$ cat src/rtl/pll_mode_sequencer.sv
// Purpose: retunes the fractional system PLL via its Avalon-MM management port on a filtered mode change.
// Latency: 2-flop sync + STABLE_CYCLES filter, then 3 writes with GAP_CYCLES gaps, LOCK_SETTLE, then up to LOCK_TIMEOUT.
// Backpressure: each write holds mgmt_write/address/data until mgmt_waitrequest is low; mode changes wait for IDLE.
module pll_mode_sequencer #(
  parameter int NUM_MODES     = 4,
  parameter int MODE_W        = 2,
  parameter int STABLE_CYCLES = 4,
  parameter int GAP_CYCLES    = 3,
  parameter int LOCK_SETTLE   = 64,
  parameter int LOCK_TIMEOUT  = 65536
) (
  input  logic                    clk,
  input  logic                    reset,
  input  logic [MODE_W-1:0]       mode_sel,
  input  logic [NUM_MODES*32-1:0] frac_table,
  input  logic                    locked,
  input  logic                    mgmt_waitrequest,
  output logic                    mgmt_write,
  output logic [5:0]              mgmt_address,
  output logic [31:0]             mgmt_writedata,
  output logic                    busy,
  output logic                    done,
  output logic [MODE_W-1:0]       active_mode,
  output logic                    bad_mode,
  output logic                    lock_timeout
);

  // pll_cfg register map used by the sequence
  localparam logic [5:0] ADDR_MODE  = 6'd0;
  localparam logic [5:0] ADDR_START = 6'd2;
  localparam logic [5:0] ADDR_FRAC  = 6'd7;

  // One shared down-time counter covers gaps, settle and lock wait
  localparam int CNT_MAX_A = (LOCK_TIMEOUT > LOCK_SETTLE) ? LOCK_TIMEOUT : LOCK_SETTLE;
  localparam int CNT_MAX   = (CNT_MAX_A > GAP_CYCLES) ? CNT_MAX_A : GAP_CYCLES;
  localparam int CNT_W     = $clog2(CNT_MAX + 1);

  typedef enum logic [2:0] {
    S_IDLE,
    S_W_MODE,
    S_G1,
    S_W_FRAC,
    S_G2,
    S_W_START,
    S_SETTLE,
    S_LOCKWAIT
  } state_t;

  state_t state, state_nxt;

  logic [MODE_W-1:0] mode_meta, mode_sync, mode_prev, mode_filt;
  logic [7:0]        stable_cnt;
  logic              filt_load;
  logic              locked_meta, locked_sync;

  logic [CNT_W-1:0]  seq_cnt;
  logic              cnt_run;
  logic              gap_done, settle_done, wait_expired;
  logic              start, seq_ok, seq_fail;

  logic [MODE_W-1:0] target_mode;
  logic [31:0]       frac_q;

  // Full-range lookup so any mode_sel encoding indexes safely; unused slots read as zero
  logic [31:0] frac_arr [2**MODE_W];

  for (genvar m = 0; m < 2**MODE_W; m++) begin : g_frac
    if (m < NUM_MODES) begin : g_used
      assign frac_arr[m] = frac_table[32*m +: 32];
    end else begin : g_unused
      assign frac_arr[m] = 32'd0;
    end
  end

  function automatic logic mode_ok(input logic [MODE_W-1:0] m);
    return int'(m) < NUM_MODES;
  endfunction

  // Synchronise the asynchronous mode select and lock indication
  always_ff @(posedge clk or posedge reset) begin
    if (reset) begin
      mode_meta   <= '0;
      mode_sync   <= '0;
      locked_meta <= 1'b0;
      locked_sync <= 1'b0;
    end else begin
      mode_meta   <= mode_sel;
      mode_sync   <= mode_meta;
      locked_meta <= locked;
      locked_sync <= locked_meta;
    end
  end

  // Saturating run counter of identical synchronised samples; a run of STABLE_CYCLES commits the mode
  assign filt_load = (stable_cnt == 8'(STABLE_CYCLES));

  // Stability filter, filtered mode and the bad-mode flag that follows each committed value
  always_ff @(posedge clk or posedge reset) begin
    if (reset) begin
      mode_prev  <= '0;
      stable_cnt <= 8'd0;
      mode_filt  <= '0;
      bad_mode   <= 1'b0;
    end else begin
      mode_prev <= mode_sync;
      if (mode_sync != mode_prev) begin
        stable_cnt <= 8'd1;
      end else if (stable_cnt < 8'(STABLE_CYCLES)) begin
        stable_cnt <= stable_cnt + 8'd1;
      end
      if (filt_load) begin
        mode_filt <= mode_prev;
        bad_mode  <= !mode_ok(mode_prev);
      end
    end
  end

  // Counter compare points for the timed states
  assign gap_done     = (seq_cnt == CNT_W'(GAP_CYCLES - 1));
  assign settle_done  = (seq_cnt == CNT_W'(LOCK_SETTLE - 1));
  assign wait_expired = (seq_cnt == CNT_W'(LOCK_TIMEOUT - 1));
  assign cnt_run      = (state == S_G1) || (state == S_G2) ||
                        (state == S_SETTLE) || (state == S_LOCKWAIT);

  // State register
  always_ff @(posedge clk or posedge reset) begin
    if (reset) begin
      state <= S_IDLE;
    end else begin
      state <= state_nxt;
    end
  end

  // Next-state and Avalon write outputs; write lines are combinational so reset drops them at once
  always_comb begin
    state_nxt      = state;
    mgmt_write     = 1'b0;
    mgmt_address   = 6'd0;
    mgmt_writedata = 32'd0;
    start          = 1'b0;
    seq_ok         = 1'b0;
    seq_fail       = 1'b0;
    case (state)
      S_IDLE: begin
        if (mode_ok(mode_filt) && (mode_filt != active_mode)) begin
          start     = 1'b1;
          state_nxt = S_W_MODE;
        end
      end
      S_W_MODE: begin
        mgmt_write     = 1'b1;
        mgmt_address   = ADDR_MODE;
        mgmt_writedata = 32'd0;
        if (!mgmt_waitrequest) begin
          state_nxt = (GAP_CYCLES == 0) ? S_W_FRAC : S_G1;
        end
      end
      S_G1: begin
        if (gap_done) begin
          state_nxt = S_W_FRAC;
        end
      end
      S_W_FRAC: begin
        mgmt_write     = 1'b1;
        mgmt_address   = ADDR_FRAC;
        mgmt_writedata = frac_q;
        if (!mgmt_waitrequest) begin
          state_nxt = (GAP_CYCLES == 0) ? S_W_START : S_G2;
        end
      end
      S_G2: begin
        if (gap_done) begin
          state_nxt = S_W_START;
        end
      end
      S_W_START: begin
        mgmt_write     = 1'b1;
        mgmt_address   = ADDR_START;
        mgmt_writedata = 32'd0;
        if (!mgmt_waitrequest) begin
          state_nxt = S_SETTLE;
        end
      end
      S_SETTLE: begin
        if (settle_done) begin
          state_nxt = S_LOCKWAIT;
        end
      end
      S_LOCKWAIT: begin
        if (locked_sync) begin
          seq_ok    = 1'b1;
          state_nxt = S_IDLE;
        end else if (wait_expired) begin
          seq_fail  = 1'b1;
          state_nxt = S_IDLE;
        end
      end
      default: state_nxt = S_IDLE;
    endcase
  end

  // Timer restarts on every state change and only advances in the timed states
  always_ff @(posedge clk or posedge reset) begin
    if (reset) begin
      seq_cnt <= '0;
    end else if (state_nxt != state) begin
      seq_cnt <= '0;
    end else if (cnt_run) begin
      seq_cnt <= seq_cnt + 1'b1;
    end
  end

  // Latch target and fractional word at start; report outcome when the lock wait ends
  always_ff @(posedge clk or posedge reset) begin
    if (reset) begin
      target_mode  <= '0;
      frac_q       <= 32'd0;
      active_mode  <= '0;
      done         <= 1'b0;
      lock_timeout <= 1'b0;
    end else begin
      done <= seq_ok;
      if (start) begin
        target_mode  <= mode_filt;
        frac_q       <= frac_arr[mode_filt];
        lock_timeout <= 1'b0;
      end
      if (seq_ok) begin
        active_mode <= target_mode;
      end
      if (seq_fail) begin
        lock_timeout <= 1'b1;
      end
    end
  end

  // Busy covers every non-idle state, so it falls in the same cycle done is high
  assign busy = (state != S_IDLE);

endmodule
$ cat config.mk
export PLATFORM = sky130hd
export DESIGN_NAME = pll_mode_sequencer
export DESIGN_NICKNAME = d
export VERILOG_FILES = /design/src/rtl/pll_mode_sequencer.sv
export SDC_FILE = /design/constraint.sdc
export NUM_CORES = 1
export LEC_CHECK = 0
export BUFFER_PORTS_ARGS = -buffer_cell sky130_fd_sc_hd__buf_2
export CORE_UTILIZATION = 40
export DETAILED_ROUTE_END_ITERATION = 16
export PLACE_DENSITY_LB_ADDON = 0.12
export SLEW_MARGIN = 5
export SYNTH_ARGS = -nofsm -noshare
export SYNTH_HDL_FRONTEND = slang
export SYNTH_SLANG_ARGS = --single-unit
$ cat constraint.sdc
create_clock -name clk -period 2.88 [get_ports clk]
set_input_delay 0.144 -clock clk [delete_from_list [all_inputs] [get_ports clk]]
set_output_delay 0.144 -clock clk [all_outputs]
set_load 0.005 [all_outputs]
==> summary.md, run 1 <==
| Metric | Value |
|---|---|
| 1st-iter DRT viols | `123` |
| Crit path launch type | `register` |
| Worst-path clk slew | `0.08 ns` |
| Post-CTS sizing | `0` |
| Critical path class | `register to register` |
| Clock network fraction of total power | `20.0%` |
| Diode count | `0` |
| CTS H-tree depth | `3` |
| Peak VDD IR | `0.417 mV` |
| Io pins | `~180` |
| FP Rows | `37` |
| Tmin final | `approximately 2.5 ns` |
| GRT Total Usage | `19.2%` |
| Clock sink total | `76` |
| CP cell instances | `and4_1 -> nand4_1 -> nor3_1 -> and4_1 -> ha_1 -> nor2_1 -> mux2_2 -> o211ai_2 -> buf_4 -> o2bb2a_1` |
| Core area | `between 0.01 and 0.015 sq mm` |
| Buf/Inv on CP | `1` |
| Antenna-violating nets left | `0` |
| Levels on crit path | `10` |
| Period utilisation layout | `about 87%` |
| Initial Util | `41.6%` |
| Fin. Hold Viols | `0` |
| Vias in the first global route | `roughly 3,600` |
| Synth warn | `0` |
| R2R Setup Slk | `0.38 ns` |
| Final wirelength | `between 10 and 15 mm` |
| Pwr/cell area | `793 mW/mm^2` |
| R2r startpoint | `seq_cnt[9]` |
| Total power | `4.42 mW` |
| Status | `complete, no violations` |
| RSZ-0062 raised after global routing | `false` |
| Cell count after synthesis | `349` |
| Rel. slew slack | `50.4%` |
| Hold buffer count at CTS | `4` |
| Setup TNS Final | `0 ns` |
| First-pass GRT wire length | `roughly 17 mm` |
| Met1 wire length | `4.34 mm` |
| Endpoints failing setup | `0` |
| Die Area | `0.0113 sq mm` |
| Most common cell on crit path | `and4_1` |
| Max Used Layer | `met4` |
| Layout area overhead | `28.6%` |
| Die width | `106 microns` |
| HP Class | `input pin to register` |
| Largest delay contributor family on the critical path | `simple AND/OR/NAND/NOR gates` |
| Number of synthesized flops with an enable pin | `0` |
| WL met2 | `5.37 mm` |
| Router iterations before antenna repair | `4` |
| Synth Cell Area | `0.00434 sq mm` |
| Worst skew pair latency | `0.34 ns` |
| Input/output buffers | `174` |
| Worst path arrival time | `2.73 ns` |
| Hold path depth | `2` |
| Slowest-stage cell, CP | `dfrtp_1` |
| Cell count of the worst reg-to-reg path | `10` |
| Worst Skew | `0.0116 ns` |
| Max Clk Rate | `0.400 GHz` |
| Sequential fraction of the synthesis area | `43.9%` |
| Critical path fanouts, max | `17` |
| Asr flop ratio synth | `100%` |
| Detail-routed net length per standard cell | `15.5 microns` |
| CTS Buf Count | `9` |
| Sequential share of power | `41.0%` |
| Clock Tree Root | `clkbuf_8` |
| Hold_sp | `mgmt_waitrequest` |
| Critical path's largest stage delay | `0.43 ns` |
| Via count | `roughly 3,500` |
| Yosys reg bits | `76` |
| Combinational group share of total power | `between 30% and 40%` |
| Worst Path Required | `3.11 ns` |
| Final net count | `660` |
| Max_cap viols | `0` |
| DRC violations left | `0` |
| Gr ovfl total | `0` |
| Die H | `about 110 microns` |
| Critical Path Start | `seq_cnt[9]` |
| Worst-Margin Slew | `0.742 ns` |
| Avg Inst Size Synth | `between 10 and 15 sq um` |
| Internal power | `2.91 mW` |
| Pins Over Slew Limit | `0` |
| Share of layout cells above drive strength 1 | `51.3%` |
| Post-synthesis cell type count | `50` |
| Via/cell ratio | `5.22` |
| Largest net degree at the start of global routing | `45` |
| Net Sw Frac | `34.2%` |
| Endpoint class of the critical path | `register` |
| RePlAce Congestion | `0.809` |
| Final HPWL DP | `7.74 mm` |
| DR WL met3 | `456 microns` |
| CTS Buffer Depth | `2` |
| P_leak | `2.64 nW` |
| Setup Buffers After CTS | `0` |
| Switch Pwr | `1.51 mW` |
| CTS tree | `built` |
| Initial antenna violation count | `0` |
| Post-synth top flop | `dfrtp_1` |
## synth_stat cells (6+ instances only)
library cell,number,area (sq um)
and2_1,38,238
a21oi_1,11,55.1
nor2_1,9,33.8
buf_2,12,60.1
dfrtp_1,76,1900
xnor2_1,10,87.6
nor4_1,7,43.8
nand2_1,16,60.1
buf_4,6,45.0
inv_1,11,41.3
nor3_1,7,35.0
mux4_2,32,721
clkbuf_1,7,26.3
mux2_2,33,372
o21ai_0,7,35.0
nand3_1,6,30.0
## stage by stage
step	std cells	instance area [sq um]	util, %	hold slack [ns]	setup WS [ns]
after global routing	662	5580	53.5	0.0308	0.268
after global placement	642	5320	51.1	0.254	0.462
after floorplan	352	4350	-	0.175	0.630
final	662	5580	53.5	0.0415	0.383
after CTS	662	5580	53.5	0.0166	0.429
after detailed placement	642	5320	51.1	0.253	0.445
## cell usage in the layout (no fill, tap or decap), types with 2 or more instances in the layout
cell type	synthesis	layout
nor4_1	7	7
a2111o_1	2	2
nor2_1	9	8
dlygate4sd3_1	0	4
or3_1	4	4
bufinv_16	0	2
xor2_1	5	5
mux4_2	32	32
xnor2_1	10	10
nand2_1	16	16
and2_1	38	38
o21bai_4	1	2
a22oi_1	5	5
mux2_2	33	33
buf_2	12	174
nor3_1	7	7
mux2_1	4	4
dfrtp_1	76	75
nand4_1	4	4
ha_1	5	5
and4_1	2	2
a21oi_1	11	11
buf_4	6	5
o21ai_0	7	7
inv_1	11	10
nand3b_1	2	2
clkbuf_1	7	2
nand3_1	6	6
a221oi_1	2	2
conb_1	1	4
a31oi_1	3	3
clkbuf_8	0	10
## cell families after synthesis
group	synth area share, %
AO/OA/AOI/OAI	7.21
AND/OR/NAND/NOR	13.7
multiplexers	26.5
XOR/XNOR	3.03
other	0.0865
buffers and inverters	4.24
flip-flops	43.9
adder cells (fa/ha/maj)	1.44
## metal layers
layer  track usage [%]  vias up
li1                  -     1630
met5                 0        -
met2              34.3      109
met3              3.92        9
met1              23.6     1706
met4              4.76        0
## power groups by stage
stage / registers (mW) / logic, mW / clock network [mW]
after CTS: 1.81 / 1.76 / 0.915
final: 1.82 / 1.73 / 0.884
after global placement: 1.81 / 1.70 / 0
after detailed placement: 1.83 / 1.74 / 0
after global routing: 1.88 / 1.91 / 0.955
after floorplan: 1.68 / 1.43 / 0
## area by class of cell
cell class | instances | area [sq um]
fillers | 980 | 4840
clock inverters | 4 | 72.6
flip-flops and latches | 76 | 1900
multi-input cells | 239 | 2280
well taps | 136 | 170
inverters | 11 | 41.3
clock buffers | 12 | 145
repair buffers | 184 | 968
## sequential cells by signal, indices dropped and copies added, names as in the netlist, 2 cells and up
register,count
frac_q,32
seq_cnt,17
stable_cnt,8
state,3
active_mode,2
mode_filt,2
mode_meta,2
mode_prev,2
mode_sync,2
target_mode,2
## worst reg2reg max path, stage by stage, from the launching register on
cell and delay [ns]:
dfrtp_1 0.43, and4_1 0.30, nand4_1 0.16, nor3_1 0.14, and4_1 0.21, ha_1 0.17, nor2_1 0.07, mux2_2 0.28
o211ai_2 0.13, buf_4 0.25, o2bb2a_1 0.24
## worst paths after layout
| check | endpoint |
|---|---|
| setup / recovery | seq_cnt[13] |
| hold / removal | state[2] |
| setup reg to reg | seq_cnt[13] |
| hold reg to reg | locked_sync |
| max in group asynchronous | mode_filt[0] |
| min in group asynchronous | seq_cnt[11] |
Power figures use the tool's default switching activity.
==> inputs of run 2 (changes only) <==
--- a/constraint.sdc
+++ b/constraint.sdc
@@ -3,2 +3,2 @@
 set_output_delay 0.144 -clock clk [all_outputs]
-set_load 0.005 [all_outputs]
+set_load 0.05 [all_outputs]
==> run 2 against run 1 <==
Against the previous run: utilization fell by 0.28 points; sequential power about the same; count of clock-buffer cells in the layout down 1; global-route usage up 0.52 points; fmax rose by 0.10%; critical path depth is the same; final area decreased by 0.52%; hold slack improved by 0.0023 ns; cell count up 0.15%; largest cell class unchanged.
==> summary.md, run 2 (synthesized netlist as in run 1, its figures left out) <==
| Metric | Value |
|---|---|
| Endpoints failing setup | `0 (unchanged)` |
| CTS H-tree depth | `3 (unchanged)` |
| Most frequent cells in the layout | `174 x buf_2, 75 x dfrtp_1, 38 x and2_1, 33 x mux2_2, 32 x mux4_2` |
| Status | `complete, no violations` |
| CTS Buffer Depth | `2 (unchanged)` |
| HP Class | `input pin to register` |
| Largest Register | `frac_q` |
| Peak VDD IR | `0.408 mV (-2.1%)` |
| Initial antenna violation count | `0 (unchanged)` |
| Input/output buffers | `174 (unchanged)` |
| Setup Buffers After CTS | `0 (unchanged)` |
| GRT Total Usage | `19.7% (+0.52 points)` |
| Worst-path clk slew | `0.08 ns (about the same)` |
| Layout area overhead | `27.9%` |
| Setup crit end | `seq_cnt[13]` |
| Worst-Margin Slew | `0.692 ns (-0.0500 ns)` |
| CTS tree | `built` |
| Pins Over Slew Limit | `0 (unchanged)` |
| Initial Util | `41.6% (unchanged)` |
| Vias in the first global route | `3,641 (+2.2%)` |
| P_leak | `2.64 nW (-0.28%)` |
| Die H | `106 microns (unchanged)` |
| Slowest-stage cell, CP | `dfrtp_1` |
| Setup TNS Final | `0 ns (unchanged)` |
| Buf/Inv on CP | `1 (unchanged)` |
| CTS Buf Count | `9 (unchanged)` |
| Router iterations before antenna repair | `4 (unchanged)` |
| Endpoint class of the critical path | `register` |
| Crit path launch type | `register` |
| Critical path's largest stage delay | `0.42 ns (about the same)` |
| Clock Tree Root | `clkbuf_8` |
| Period utilisation layout | `86.6% (-0.088 points)` |
| Worst Skew | `0.00995 ns (-0.00165 ns)` |
| RePlAce Congestion | `0.819 (+1.2%)` |
| Max_cap viols | `0 (unchanged)` |
| Worst Path Required | `3.11 ns (about the same)` |
| Die width | `106 microns (unchanged)` |
| Levels on crit path | `10 (unchanged)` |
| Placement Cell Area | `0.00531 sq mm (about the same)` |
| Critical Path Start | `seq_cnt[9]` |
| RSZ-0062 raised after global routing | `false` |
| Diode count | `0 (unchanged)` |
| Detail-routed net length per standard cell | `15.7 microns (+0.96%)` |
| Via count | `3,458 (+0.12%)` |
| Rel. slew slack | `53.4% (+3.0 points)` |
| Fin. Hold Viols | `0 (unchanged)` |
| Pwr/cell area | `812 mW/mm^2 (+2.3%)` |
| Most common cell after layout, fill and taps aside | `buf_2` |
| Hold buffer count at CTS | `4 (unchanged)` |
| Worst skew pair latency | `0.34 ns (about the same)` |
| Largest delay contributor family on the critical path | `simple AND/OR/NAND/NOR gates` |
| Final net count | `661 (+0.15%)` |
| Worst path arrival time | `2.72 ns (about the same)` |
| First-pass GRT wire length | `17.5 mm (+3.6%)` |
| Tmin final | `2.49 ns (-0.00253 ns)` |
| FP Rows | `37 (unchanged)` |
| R2r startpoint | `seq_cnt[9]` |
| Final HPWL DP | `7.83 mm (+1.2%)` |
| CP cell instances | `and4_1 -> nand4_1 -> nor3_1 -> and4_1 -> ha_1 -> nor2_1 -> mux2_2 -> o211ai_2 -> buf_4 -> o2bb2a_1` |
| Largest register FFs | `32 (unchanged)` |
| Antenna-violating nets left | `0 (unchanged)` |
| Gr ovfl total | `0 (unchanged)` |
| DRC violations left | `0 (unchanged)` |
| R2R Setup Slk | `0.39 ns (about the same)` |
| Via/cell ratio | `5.22 (about the same)` |
| Core area | `0.0104 sq mm (unchanged)` |
| Die Area | `0.0113 sq mm (unchanged)` |
| Critical path fanouts, max | `17 (unchanged)` |
| FF-to-FF End | `seq_cnt[13]` |
| 1st-iter DRT viols | `134 (+8.9%)` |
| Cell count of the worst reg-to-reg path | `10 (unchanged)` |
| Final wirelength | `10.4 mm (+1.1%)` |
| Share of layout cells above drive strength 1 | `51.6% (+0.28 points)` |
| Clock sink total | `76 (unchanged)` |
| Most common cell on crit path | `and4_1` |
| Post-CTS sizing | `0 (unchanged)` |
| Largest regs | `frac_q: 32 flops, seq_cnt: 17 flops, stable_cnt: 8 flops` |
| Hold Slack | `0.0437 ns (+0.00227 ns)` |
| Io pins | `179 (unchanged)` |
| Max Clk Rate | `0.401 GHz (+0.10%)` |
| Critical path class | `register to register` |
| Fin area | `0.00555 sq mm (-0.52%)` |
| Largest net degree at the start of global routing | `35 (-22%)` |
-- run 2: worst reg2reg max path, cell delays in order (launching register included) --
cell      delay [ns]
dfrtp_1         0.42
and4_1          0.30
nand4_1         0.16
nor3_1          0.15
and4_1          0.21
ha_1            0.17
nor2_1          0.07
mux2_2          0.28
o211ai_2        0.13
buf_4           0.24
o2bb2a_1        0.24
-- run 2: report_power, final --
group	switching, mW	total, mW	internal [mW]	leakage, nW
combinational	0.952	1.89	0.935	1.61
clock	0.379	0.799	0.420	0.0991
sequential	0.350	1.82	1.47	0.924
total	1.68	4.50	2.82	2.64
-- run 2: worst min path at each step --
stage                     cells past startpoint             start     endpoint  slack [ns]
after global placement                        2             reset  locked_meta        0.22
after floorplan                               0            locked  locked_meta        0.18
final                                         2  mgmt_waitrequest     state[2]        0.04
after global routing                          2  mgmt_waitrequest     state[2]        0.04
after detailed placement                      2             reset  locked_meta        0.23
after CTS                                     2  mgmt_waitrequest     state[2]        0.03
-- run 2: cell type report --
| type | count | area [sq um] |
|---|---|---|
| multi-input combinational | 239 | 2280 |
| clock buffer | 11 | 141 |
| timing repair buffer | 185 | 963 |
| fill | 961 | 4870 |
| clock inverter | 5 | 52.6 |
| inverter | 11 | 41.3 |
| sequential | 76 | 1900 |
| tap | 136 | 170 |
-- run 2: metal layers --
metal | global-route usage [%] | wire (microns)
met1 | 25.2 | 4580
met2 | 33.9 | 5270
met3 | 3.56 | 406
met4 | 6.05 | 144
met5 | 0 | 0
-- run 2: per-stage QoR --
step | cells | power, mW | worst slack [ns] | utilization [%]
after floorplan | 352 | 3.27 | 0.630 | -
after global placement | 643 | 3.67 | 0.482 | 51.0
after detailed placement | 643 | 3.73 | 0.436 | 51.0
after CTS | 663 | 4.55 | 0.416 | 53.3
after global routing | 663 | 4.84 | 0.220 | 53.3
final | 663 | 4.50 | 0.385 | 53.3
==> inputs of run 3 (changes only) <==
Settings changed: CTS_BUF_LIST from default to sky130_fd_sc_hd__clkbuf_16.
==> run 3 against run 2 <==
Against the previous run: via count about the same; largest cell class unchanged; critical path depth unchanged; critical path type unchanged; flip-flop and latch count unchanged; global-route usage down 0.075 points; die area unchanged; clock power up 35%.
==> summary.md, run 3 (synthesized netlist as in run 1, its figures left out) <==
| Metric | Value |
|---|---|
| Inst Count DP | `643 (unchanged)` |
| Diode count | `0 (unchanged)` |
| Die width | `106 microns (unchanged)` |
| Setup TNS Final | `0 ns (unchanged)` |
| Clock Tree Root | `clkbuf_16` |
| Endpoints failing setup | `0 (unchanged)` |
| Post-route setup slack | `0.396 ns (+0.0106 ns)` |
| Combinational group share of total power | `39.4% (-2.5 points)` |
| GRT Total Usage | `19.6% (-0.075 points)` |
| Sequential cell area | `0.00190 sq mm (unchanged)` |
| Largest regs | `frac_q: 32 flops, seq_cnt: 17 flops, stable_cnt: 8 flops` |
| Post-Route Utilization | `54.1% (+0.88 points)` |
| Max Clk Rate | `0.403 GHz (+0.43%)` |
| Worst path arrival time | `2.70 ns (-0.02 ns)` |
| Initial Util | `41.6% (unchanged)` |
| Worst Path Required | `3.10 ns (about the same)` |
| Buf/Inv on CP | `1 (unchanged)` |
| Endpoint class of the critical path | `register` |
| Final wirelength | `10.3 mm (-0.51%)` |
| Period utilisation layout | `86.3% (-0.37 points)` |
| Final net count | `661 (unchanged)` |
| First-pass GRT wire length | `17.3 mm (-0.95%)` |
| Hold Slack | `0.0507 ns (+0.00697 ns)` |
| Most common cell on crit path | `and4_1` |
| Worst-path clk slew | `0.06 ns (-0.02 ns)` |
| Die Area | `0.0113 sq mm (unchanged)` |
| Setup WS pre-CTS | `0.436 ns (unchanged)` |
| Core area | `0.0104 sq mm (unchanged)` |
| RePlAce Congestion | `0.819 (unchanged)` |
| Pins Over Slew Limit | `0 (unchanged)` |
| Switch Pwr | `1.72 mW (+2.1%)` |
| Most common cell after layout, fill and taps aside | `buf_2` |
| Slowest-stage cell, CP | `dfrtp_1` |
| P_leak | `2.68 nW (+1.7%)` |
| Most frequent cells in the layout | `174 x buf_2, 75 x dfrtp_1, 38 x and2_1, 33 x mux2_2, 32 x mux4_2` |
| Fin. Hold Viols | `0 (unchanged)` |
| Initial antenna violation count | `0 (unchanged)` |
| RSZ-0062 raised after global routing | `false` |
| Final Instance Count excl. Fillers | `663 (unchanged)` |
| Critical path fanouts, max | `17 (unchanged)` |
| Router iterations before antenna repair | `5 (+1)` |
| Pwr/cell area | `848 mW/mm^2 (+4.4%)` |
| Die H | `106 microns (unchanged)` |
| Critical path's largest stage delay | `0.41 ns (about the same)` |
| CP cell instances | `and4_1 -> nand4_1 -> nor3_1 -> and4_1 -> ha_1 -> nor2_1 -> mux2_2 -> o211ai_2 -> buf_4 -> o2bb2a_1` |
| Sequential share of power | `38.0% (-2.3 points)` |
| Post-CTS sizing | `0 (unchanged)` |
| Via count | `3,455 (-0.087%)` |
| Largest net degree at the start of global routing | `35 (unchanged)` |
| HP Class | `input pin to register` |
| Crit path launch type | `register` |
| Io pins | `179 (unchanged)` |
| Antenna-violating nets left | `0 (unchanged)` |
| Internal power | `3.06 mW (+8.6%)` |
| Clock sink total | `76 (unchanged)` |
| Share of layout cells above drive strength 1 | `51.4% (-0.19 points)` |
| Input/output buffers | `174 (unchanged)` |
| Status | `complete, no violations` |
| Gr ovfl total | `0 (unchanged)` |
| CTS tree | `built` |
| Worst skew pair latency | `0.33 ns (about the same)` |
| Filler Cells Inserted | `952 (-0.94%)` |
| Clock network fraction of total power | `22.6% (+4.8 points)` |
| Largest Register | `frac_q` |
| Net Sw Frac | `35.9% (-1.4 points)` |
| Multi-input logic area | `0.00228 sq mm (unchanged)` |
| 1st-iter DRT viols | `114 (-15%)` |
| Detail-routed net length per standard cell | `15.6 microns (-0.51%)` |
| Worst Skew | `0.00517 ns (-0.00478 ns)` |
| CTS Buffer Depth | `2 (unchanged)` |
| DRC violations left | `0 (unchanged)` |
| Largest register FFs | `32 (unchanged)` |
| Tmin final | `2.48 ns (-0.0106 ns)` |
| CTS Buf Count | `9 (unchanged)` |
| CTS H-tree depth | `3 (unchanged)` |
| FP Rows | `37 (unchanged)` |
| Final HPWL DP | `7.83 mm (unchanged)` |
| Peak VDD IR | `0.389 mV (-4.6%)` |
| Rel. slew slack | `50.3% (-3.1 points)` |
| Largest delay contributor family on the critical path | `simple AND/OR/NAND/NOR gates` |
| Vias in the first global route | `3,563 (-2.1%)` |
| Via/cell ratio | `5.21 (about the same)` |
| Max_cap viols | `0 (unchanged)` |
| Worst-Margin Slew | `0.738 ns (+0.0464 ns)` |
| Critical path class | `register to register` |
| Layout area overhead | `30.0%` |
## run 3: cell types whose count changed in the layout (fill, tap and decap cells not counted)
| cell | delta |
|---|---|
| inv_1 | +1 |
| clkbuf_16 | +9 |
| clkinv_1 | +1 |
| clkbuf_1 | -1 |
| clkbuf_8 | -10 |
## run 3: layout make-up
| type | instances | area share (%) |
|---|---|---|
| tap | 136 | 3.02 |
| timing repair buffer | 185 | 17.1 |
| multi-input combinational | 239 | 40.4 |
| inverter | 11 | 0.732 |
| clock inverter | 7 | 1.07 |
| sequential | 76 | 33.7 |
| clock buffer | 9 | 3.99 |
## run 3: worst reg2reg max path: stages (launching register included)
cell      delay [ns]
dfrtp_1         0.41
and4_1          0.30
nand4_1         0.16
nor3_1          0.14
and4_1          0.21
ha_1            0.17
nor2_1          0.07
mux2_2          0.28
o211ai_2        0.13
buf_4           0.24
o2bb2a_1        0.24
## run 3: power groups by stage
stage | registers (mW) | clock network (mW) | logic (mW)
4_1_cts | 1.81 | 1.11 | 1.91
6_report | 1.82 | 1.08 | 1.88
2_1_floorplan | 1.70 | 0 | 1.58
5_1_grt | 1.88 | 1.15 | 2.08
3_3_place_gp | 1.81 | 0 | 1.87
3_5_place_dp | 1.83 | 0 | 1.90
## run 3: what timing repair did
| item | 4_1_cts | 5_1_grt |
|---|---|---|
| endpoints found under the hold margin | 27 | 0 |
| hold buffers | 4 | 0 |
| setup buffers | 0 | 0 |
## run 3: per-stage QoR
step | cell area (sq um) | total power [mW]
finish | 5640 | 4.78
global route | 5640 | 5.11
CTS | 5640 | 4.84
detailed placement | 5310 | 3.73
global placement | 5310 | 3.67
floorplan | 4350 | 3.27
## run 3: per-layer routing
layer  vias up  track usage [%]  routed length [microns]
met1      1692             24.9                     4470
met5         -                0                        0
met2       113             33.5                     5230
met3        16             3.37                      442
li1       1634                -                        -
met4         0             7.24                      208
## run 3: final timing paths
kind,slack [ns],cells past startpoint,start,endpoint
hold / removal,0.05,2,mgmt_waitrequest,state[2]
min in group asynchronous,0.40,3,reset,locked_meta
setup reg to reg,0.40,10,seq_cnt[9],seq_cnt[13]
setup / recovery,0.40,10,seq_cnt[9],seq_cnt[13]
max in group asynchronous,1.71,4,reset,mode_filt[0]
hold reg to reg,0.35,0,mode_meta[0],mode_sync[0]
